[config.mk]
export PLATFORM = sky130hd
export DESIGN_NAME = uncache_unit
export DESIGN_NICKNAME = d
export VERILOG_FILES = /design/src/rtl/uncache_unit.sv
export SDC_FILE = /design/constraint.sdc
export NUM_CORES = 1
export LEC_CHECK = 0
export CORE_MARGIN = 3
export CORE_UTILIZATION = 39
export DETAILED_ROUTE_END_ITERATION = 8
export GPL_ROUTABILITY_DRIVEN = 0
export HOLD_SLACK_MARGIN = 0.15
export PLACE_DENSITY = 0.81
export SETUP_SLACK_MARGIN = 0.05
export SYNTH_ARGS = -nofsm -noshare
export SYNTH_HDL_FRONTEND = slang
export SYNTH_SLANG_ARGS = --single-unit
[constraint.sdc]
create_clock -name clk -period 2.08 [get_ports clk]
set_input_delay 0.416 -clock clk [delete_from_list [all_inputs] [get_ports clk]]
set_output_delay 0.416 -clock clk [all_outputs]
set_load 0.05 [all_outputs]
[src/rtl/uncache_unit.sv]
// Uncached load/store unit: turns one MEM2-stage request into a single bus
// read (AR/R) or write (AW/W/B) transaction and stalls the pipeline until it completes.
module uncache_unit (
  input  logic        clk,
  input  logic        rst,
  input  logic        req_valid,
  input  logic        req_wr,
  input  logic [1:0]  req_size,
  input  logic [31:0] req_paddr,
  input  logic [3:0]  req_wstrb,
  input  logic [31:0] req_wdata,
  output logic        stall,
  output logic        data_ok,
  output logic [31:0] rdata,
  output logic [31:0] araddr,
  output logic [2:0]  arsize,
  output logic        arvalid,
  input  logic        arready,
  input  logic [31:0] rdata_bus,
  input  logic        rvalid,
  output logic        rready,
  output logic [31:0] awaddr,
  output logic [2:0]  awsize,
  output logic        awvalid,
  input  logic        awready,
  output logic [31:0] wdata_bus,
  output logic [3:0]  wstrb_bus,
  output logic        wvalid,
  input  logic        wready,
  input  logic        bvalid,
  output logic        bready,
  output logic [2:0]  state_dbg
);

  // Handshake: a beat transfers on a rising edge where valid && ready are both 1.
  // Every valid/ready output is a flop, so none depends combinationally on a bus
  // input; a raised valid holds with a stable payload until its own beat transfers.

  typedef enum logic [2:0] {
    IDLE  = 3'd0,
    RADDR = 3'd1,
    RDATA = 3'd2,
    WREQ  = 3'd3,
    WRESP = 3'd4,
    DONE  = 3'd5
  } state_t;

  state_t      state_q, state_d;
  logic [31:0] addr_q;
  logic [31:0] wdata_q;
  logic [1:0]  size_q;
  logic [3:0]  wstrb_q;
  logic        wr_q;
  logic        arvalid_d, rready_d, awvalid_d, wvalid_d, bready_d;
  logic        accept;
  logic        capture;
  logic [1:0]  size_eff;

  assign accept  = (state_q == IDLE) && req_valid;
  assign capture = (state_q == RDATA) && rvalid && !wr_q;

  always_comb begin
    state_d   = state_q;
    arvalid_d = 1'b0;
    rready_d  = 1'b0;
    awvalid_d = 1'b0;
    wvalid_d  = 1'b0;
    bready_d  = 1'b0;
    case (state_q)
      IDLE:    if (req_valid) state_d = req_wr ? WREQ : RADDR;
      RADDR:   if (arready) state_d = RDATA;
      RDATA:   if (rvalid) state_d = DONE;
      // AW and W complete independently; leave once neither is still pending.
      WREQ:    if ((!awvalid || awready) && (!wvalid || wready)) state_d = WRESP;
      WRESP:   if (bvalid) state_d = DONE;
      DONE:    state_d = IDLE;
      default: state_d = IDLE;
    endcase
    arvalid_d = (state_d == RADDR);
    rready_d  = (state_d == RDATA);
    bready_d  = (state_d == WRESP);
    awvalid_d = (accept && req_wr) || ((state_q == WREQ) && awvalid && !awready);
    wvalid_d  = (accept && req_wr) || ((state_q == WREQ) && wvalid && !wready);
  end

  always_ff @(posedge clk or negedge rst) begin
    if (!rst) begin
      state_q <= IDLE;
      arvalid <= 1'b0;
      rready  <= 1'b0;
      awvalid <= 1'b0;
      wvalid  <= 1'b0;
      bready  <= 1'b0;
      addr_q  <= '0;
      size_q  <= '0;
      wstrb_q <= '0;
      wdata_q <= '0;
      wr_q    <= 1'b0;
      rdata   <= '0;
    end else begin
      state_q <= state_d;
      arvalid <= arvalid_d;
      rready  <= rready_d;
      awvalid <= awvalid_d;
      wvalid  <= wvalid_d;
      bready  <= bready_d;
      if (accept) begin
        addr_q  <= req_paddr;
        size_q  <= req_size;
        wstrb_q <= req_wstrb;
        wdata_q <= req_wdata;
        wr_q    <= req_wr;
      end
      if (capture) rdata <= rdata_bus;
    end
  end

  // Size code 3 has no wider meaning on this bus and is sent as a word.
  assign size_eff  = (size_q == 2'd3) ? 2'd2 : size_q;
  assign araddr    = addr_q;
  assign awaddr    = addr_q;
  assign arsize    = {1'b0, size_eff};
  assign awsize    = {1'b0, size_eff};
  assign wdata_bus = wdata_q;
  assign wstrb_bus = wstrb_q;

  assign data_ok   = (state_q == DONE);
  assign stall     = accept || (state_q == RADDR) || (state_q == RDATA) ||
                     (state_q == WREQ) || (state_q == WRESP);
  assign state_dbg = state_q;

endmodule

==> results of run 1 <==
==> cell usage in the layout, fill, tap and decap left out <==
cell type,netlist,final
clkinv_2,0,2
conb_1,1,2
clkdlybuf4s50_1,0,243
and3_2,0,1
dfrtp_1,111,111
clkbuf_8,0,1
o2111ai_1,1,1
and2b_1,1,1
buf_12,0,6
dlymetal6s2s_1,0,5
clkbuf_16,0,9
o21ai_0,4,4
a21oi_1,1,1
nand2_1,3,3
a21o_1,1,1
a31oi_1,1,1
clkbuf_1,1,1
mux2_2,31,31
nor3b_1,1,1
and2_1,2,2
inv_1,2,2
nand3_1,2,2
nor4b_4,0,1
nand2b_1,3,3
a22o_1,1,1
a22oi_1,1,1
nor2_2,0,1
nor2_1,6,5
mux2_1,42,42
buf_4,37,11
bufinv_16,0,2
nor2b_1,4,4
mux2_4,30,30
mux2i_4,0,1
o221ai_1,1,1
==> worst max path at each step <==
stage / slack, ns / depth (start not counted) / end / from
floorplan: 0.12 / 3 / stall / state_dbg[0]$_DFF_PN0_
global placement: 0.04 / 5 / araddr[25]$_DFFE_PN0P_ / req_valid
detailed placement: -0.007 / 5 / araddr[4]$_DFFE_PN0P_ / req_valid
CTS: 0.06 / 1 / awaddr[27] / araddr[27]$_DFFE_PN0P_
global route: 0.03 / 3 / stall / state_dbg[0]$_DFF_PN0_
finish: 0.10 / 1 / araddr[30] / araddr[30]$_DFFE_PN0P_
==> state kept, by name, summed over array words and instances, names as in the netlist <==
signal / flops
araddr: 32
arvalid: 1
wdata_bus: 32
wvalid: 1
rready: 1
rdata: 32
wstrb_bus: 4
wr_q: 1
size_q: 2
state_dbg: 3
bready: 1
awvalid: 1
==> routing by layer <==
| layer | routed length [um] | part of all wire [%] | GRT usage, % |
|---|---|---|---|
| met1 | 4590 | 38 | 20.3 |
| met2 | 6110 | 51 | 31.2 |
| met3 | 1050 | 8.8 | 5.69 |
| met4 | 226 | 1.9 | 6.34 |
| met5 | 0 | 0 | 0 |
==> metrics by stage <==
stage / hold WS, ns / instance area, sq um / setup WS (ns) / setup TNS [ns] / utilization, %
2_1_floorplan: 0.120 / 4720 / 0.125 / 0 / -
3_3_place_gp: 0.465 / 7170 / 0.0366 / 0 / 61.7
3_5_place_dp: 0.476 / 7170 / -0.00727 / -0.0335 / 61.7
4_1_cts: 0.173 / 7490 / 0.0567 / 0 / 64.5
5_1_grt: 0.188 / 7500 / 0.0262 / 0 / 64.6
6_report: 0.135 / 7500 / 0.102 / 0 / 64.6
==> layout make-up <==
type                    count  share of cell area, %
clock buffers              11                   3.24
clock inverters             4                  0.934
inverters                   2                  0.100
multi-input cells         141                   20.3
flip-flops and latches    111                   37.0
well taps                 143                   2.39
repair buffers            265                   36.0
==> cells by family after synthesis <==
kind of cell	Yosys count	synth area share, %
flops	111	59.0
simple gates	24	2.90
mux	104	27.2
other cells	1	0.0797
compound gates	11	1.54
buf+inv	53	9.22
==> metrics, run 1 <==
Initial DRC Count 144; max-cap violations 0; floorplan row count 39; fin nets 641; Synth Register Bits 111; Post-CTS Setup Inserts 0; Final Critical Period between 1.5 and 2 ns; Tcrit/Tclk final 95.1%; Final Hold Viols 0; vias in the first global route ~3,400; vias around 3,200; Primary FF master, synth dfrtp_1; area occupied by multi-input gates between 0.0015 and 0.002 sq mm; critical path required time between 1.5 and 2 ns; element type at the critical path start flop; Synth area leader dfrtp_1; Hold Path Class input pin to async pin; worst slew pin tran roughly 0.60 ns; Register-to-Register Path Depth 4; synthesized area roughly 0.0047 sq mm; largest net degree at the start of global routing 112; Slew HR 60.0%; most frequent cell after synthesis dfrtp_1; Mean Syn Cell Area about 15 sq um; Post-Route WL approximately 12,000 um; post-synth cell types 30; Cell Chain, Critical Path clkdlybuf4s50_1; worst r2r src state_dbg[1]$_DFF_PN0_; synthesis-to-layout area growth 59.3%; R2R Setup Slk roughly 0.33 ns; crit-path max cell delay approximately 0.86 ns; CTS resizes 1; Worst setup EP type primary output; Final Skew 0.00395 ns; CP Data Arrival Time about 1.6 ns; total gr overflow 0; asr flop ratio synth between 90% and 100%; first-pass GRT wire length 18,300 um; Crit path max-delay family buffers and inverters; Boundary Pins between 200 and 300; Seq/Total Area, Yosys between 50% and 60%; Core Region 0.0116 sq mm; RSZ-0062 raised after global routing true; initial antenna violation count 0; Synth area leaders dfrtp_1 (59%), mux2_1 (10%), mux2_4 (9.6%); CTS H-tree depth 3; final setup fails 0; final std cells w/o fill just under 700; post-synth top area share roughly three fifths; Skew-Pair Late Insertion Delay roughly 0.34 ns; HPWL after detailed placement a little over 9000 um; CTS tree done; Max Slew Vio Count 0; Initial DRT Pass Iterations 4; Post-DRT Antenna Nets 0; All-Layer GR Usage 17.8%; Die W roughly 120 um; register area around 0.0028 sq mm; drt drc 0; Vias per Instance approximately 4.8; WS Path Type flop to primary output; post-placement cell count about 660; CTS clk-pin slew, worst paths roughly 0.07 ns; fillers approximately 900; top cells by count, synth dfrtp_1 (111), mux2_1 (42), buf_4 (37); Starting Density 40.5%; Ys Warns 0; reg-to-reg endpoint araddr[4]$_DFFE_PN0P_; root buffer cell clkbuf_16; Post-synth EDFFs 0; Fmax 505 MHz; Die Area approximately 0.013 sq mm; hold_buf cts 0; WP buf/inv 1; number of buffers added on ports ~260; diodes inserted 0; die height roughly 120 um; slowest CP cell clkdlybuf4s50_1; layout cell share with drive strength beyond 1 between 10% and 20%; mean routed wirelength per cell around 18 um; CTS sink cnt around 110; total CTS buffers 9; outcome finished clean; clk buf depth 2; Max FO, Critical Path 3; Mapped Cells between 300 and 400
Power of run 1 is left out: the tool's default activity adds up to more than one toggle a clock period on the data nets, which glitch-free logic cannot reach.
==> inputs of run 2 (changes only) <==
Settings changed: CTS_BUF_LIST from default to sky130_fd_sc_hd__clkbuf_16.
==> run 2 against run 1 <==
Die area did not move; wire length fell by 0.10%; clock-buffer cell count fell by 2; critical path type unchanged; critical endpoint unchanged; highest routed layer unchanged.
==> metrics, run 2 (same netlist as run 1, synthesis figures left out) <==
met3 WL post-DR 1050 um; Metal-1 WL ~4600 um; Post-CTS Setup Inserts 0; vias in the first global route between 3,000 and 4,000; mean routed wirelength per cell 17.7 um; WP depth 1; total CTS buffers 9; Worst setup EP type primary output; Tcrit/Tclk final between 90% and 100%; critical path required time roughly 1.7 ns; most common cell after layout, fill and taps aside clkdlybuf4s50_1; Final Hold Viols 0; initial antenna violation count 0; top sig layer met4; Max FO, Critical Path 3; outcome finished clean; HPWL after detailed placement roughly 9000 um; Vias per Instance approximately 4.8; All-Layer GR Usage between 10% and 20%; synthesis-to-layout area growth 59.1%; CP Data Arrival Time around 1.6 ns; Boundary Pins ~260; CTS clk-pin slew, worst paths 0.07 ns; largest net degree at the start of global routing 112; Cell Area, Placed about 0.0072 sq mm; root buffer cell clkbuf_16; worst r2r src state_dbg[1]$_DFF_PN0_; Max Slew Vio Count 0; Die Area 0.0134 sq mm; CTS tree done; element type at the critical path start flop; total gr overflow 0; vias 3,225; WS Path Type flop to primary output; fillers 900; RSZ-0062 raised after global routing true; slowest CP cell clkdlybuf4s50_1; worst slew pin tran approximately 0.6 ns; Final Critical Period approximately 2.0 ns; crit-path max cell delay roughly 0.86 ns; clk buf depth 2; Post-DRT Antenna Nets 0; Crit path max-delay family buffers and inverters; metal2 WL slightly above 6000 um; Fmax approximately 500 MHz; Slew HR 59.8%; Register-to-Register Path Depth 4; Post-Route WL 12,000 um; die height 116 um; fin nets 641; CTS sink cnt between 100 and 150; Final Skew about 0.0041 ns; Cell Chain, Critical Path clkdlybuf4s50_1; WP buf/inv 1; layout cell share with drive strength beyond 1 17.8%; max-cap violations 0; Setup WS post-layout between 0.1 and 0.15 ns; number of buffers added on ports between 200 and 300; first-pass GRT wire length 18,300 um; Skew-Pair Late Insertion Delay around 0.34 ns; final setup fails 0; Starting Density 40.5%; floorplan row count 39; Initial DRC Count between 150 and 200; diodes inserted 0; drt drc 0; Hold Path Class input pin to async pin; Die W 116 um; Place WS -0.00727 ns; Core Region 0.0116 sq mm; Crit. Startpoint araddr[30]$_DFFE_PN0P_; post-route cell area 0.00749 sq mm; most frequent cells in the layout clkdlybuf4s50_1 (243), dfrtp_1 (111), mux2_1 (42), mux2_2 (31), mux2_4 (30); reg-to-reg endpoint araddr[4]$_DFFE_PN0P_; R2R Setup Slk approximately 0.33 ns; Initial DRT Pass Iterations 4; crit path to araddr[30]; CTS H-tree depth 3
## run 2: what timing repair did
item	in CTS	in global routing
hold endpoints to repair	0	0
resized for setup	1	5
hold buffers	0	0
setup endpoints to repair	1	8
## run 2: worst reg2reg max path: stages (launching register included)
cell and delay [ns]:
dfrtp_1 0.50, nor4b_4 0.33, buf_4 0.24, buf_12 0.20
mux2_1 0.36
## run 2: area by class of cell
cell class / instances / area (sq um) / share of cell area [%]
Sequential cell: 111 / 2780 / 37.1
Timing Repair Buffer: 265 / 2700 / 36.0
Multi-Input combinational cell: 141 / 1520 / 20.4
Clock buffer: 9 / 225 / 3.01
Tap cell: 143 / 179 / 2.39
Clock inverter: 6 / 77.6 / 1.04
Inverter: 2 / 7.51 / 0.100
## run 2: how the worst min path moves through the flow
stage                               endpoint  slack, ns                     start  cells past startpoint
global placement       size_q[0]$_DFFE_PN0P_       0.47     size_q[0]$_DFFE_PN0P_                      1
global route           rdata[12]$_DFFE_PN0P_       0.19                       rst                      2
floorplan              araddr[0]$_DFFE_PN0P_       0.12                       rst                      0
CTS                    rdata[31]$_DFFE_PN0P_       0.17                       rst                      2
finish                 rdata[30]$_DFFE_PN0P_       0.13                       rst                      2
detailed placement  wstrb_bus[2]$_DFFE_PN0P_       0.48  wstrb_bus[2]$_DFFE_PN0P_                      1
## run 2: metal layers
metal	track usage, %	up-vias
met3	5.69	17
met2	31.1	153
met4	6.34	0
met5	0	-
li1	-	1457
met1	20.4	1598
## run 2: stage by stage
stage / instances / setup TNS (ns) / util (%) / hold WS (ns)
2_1_floorplan: 305 / 0 / - / 0.120
3_3_place_gp: 662 / 0 / 61.7 / 0.465
3_5_place_dp: 662 / -0.0335 / 61.7 / 0.476
4_1_cts: 677 / 0 / 64.4 / 0.173
5_1_grt: 677 / 0 / 64.5 / 0.186
6_report: 677 / 0 / 64.5 / 0.133
Power of run 2 is left out for the same reason.
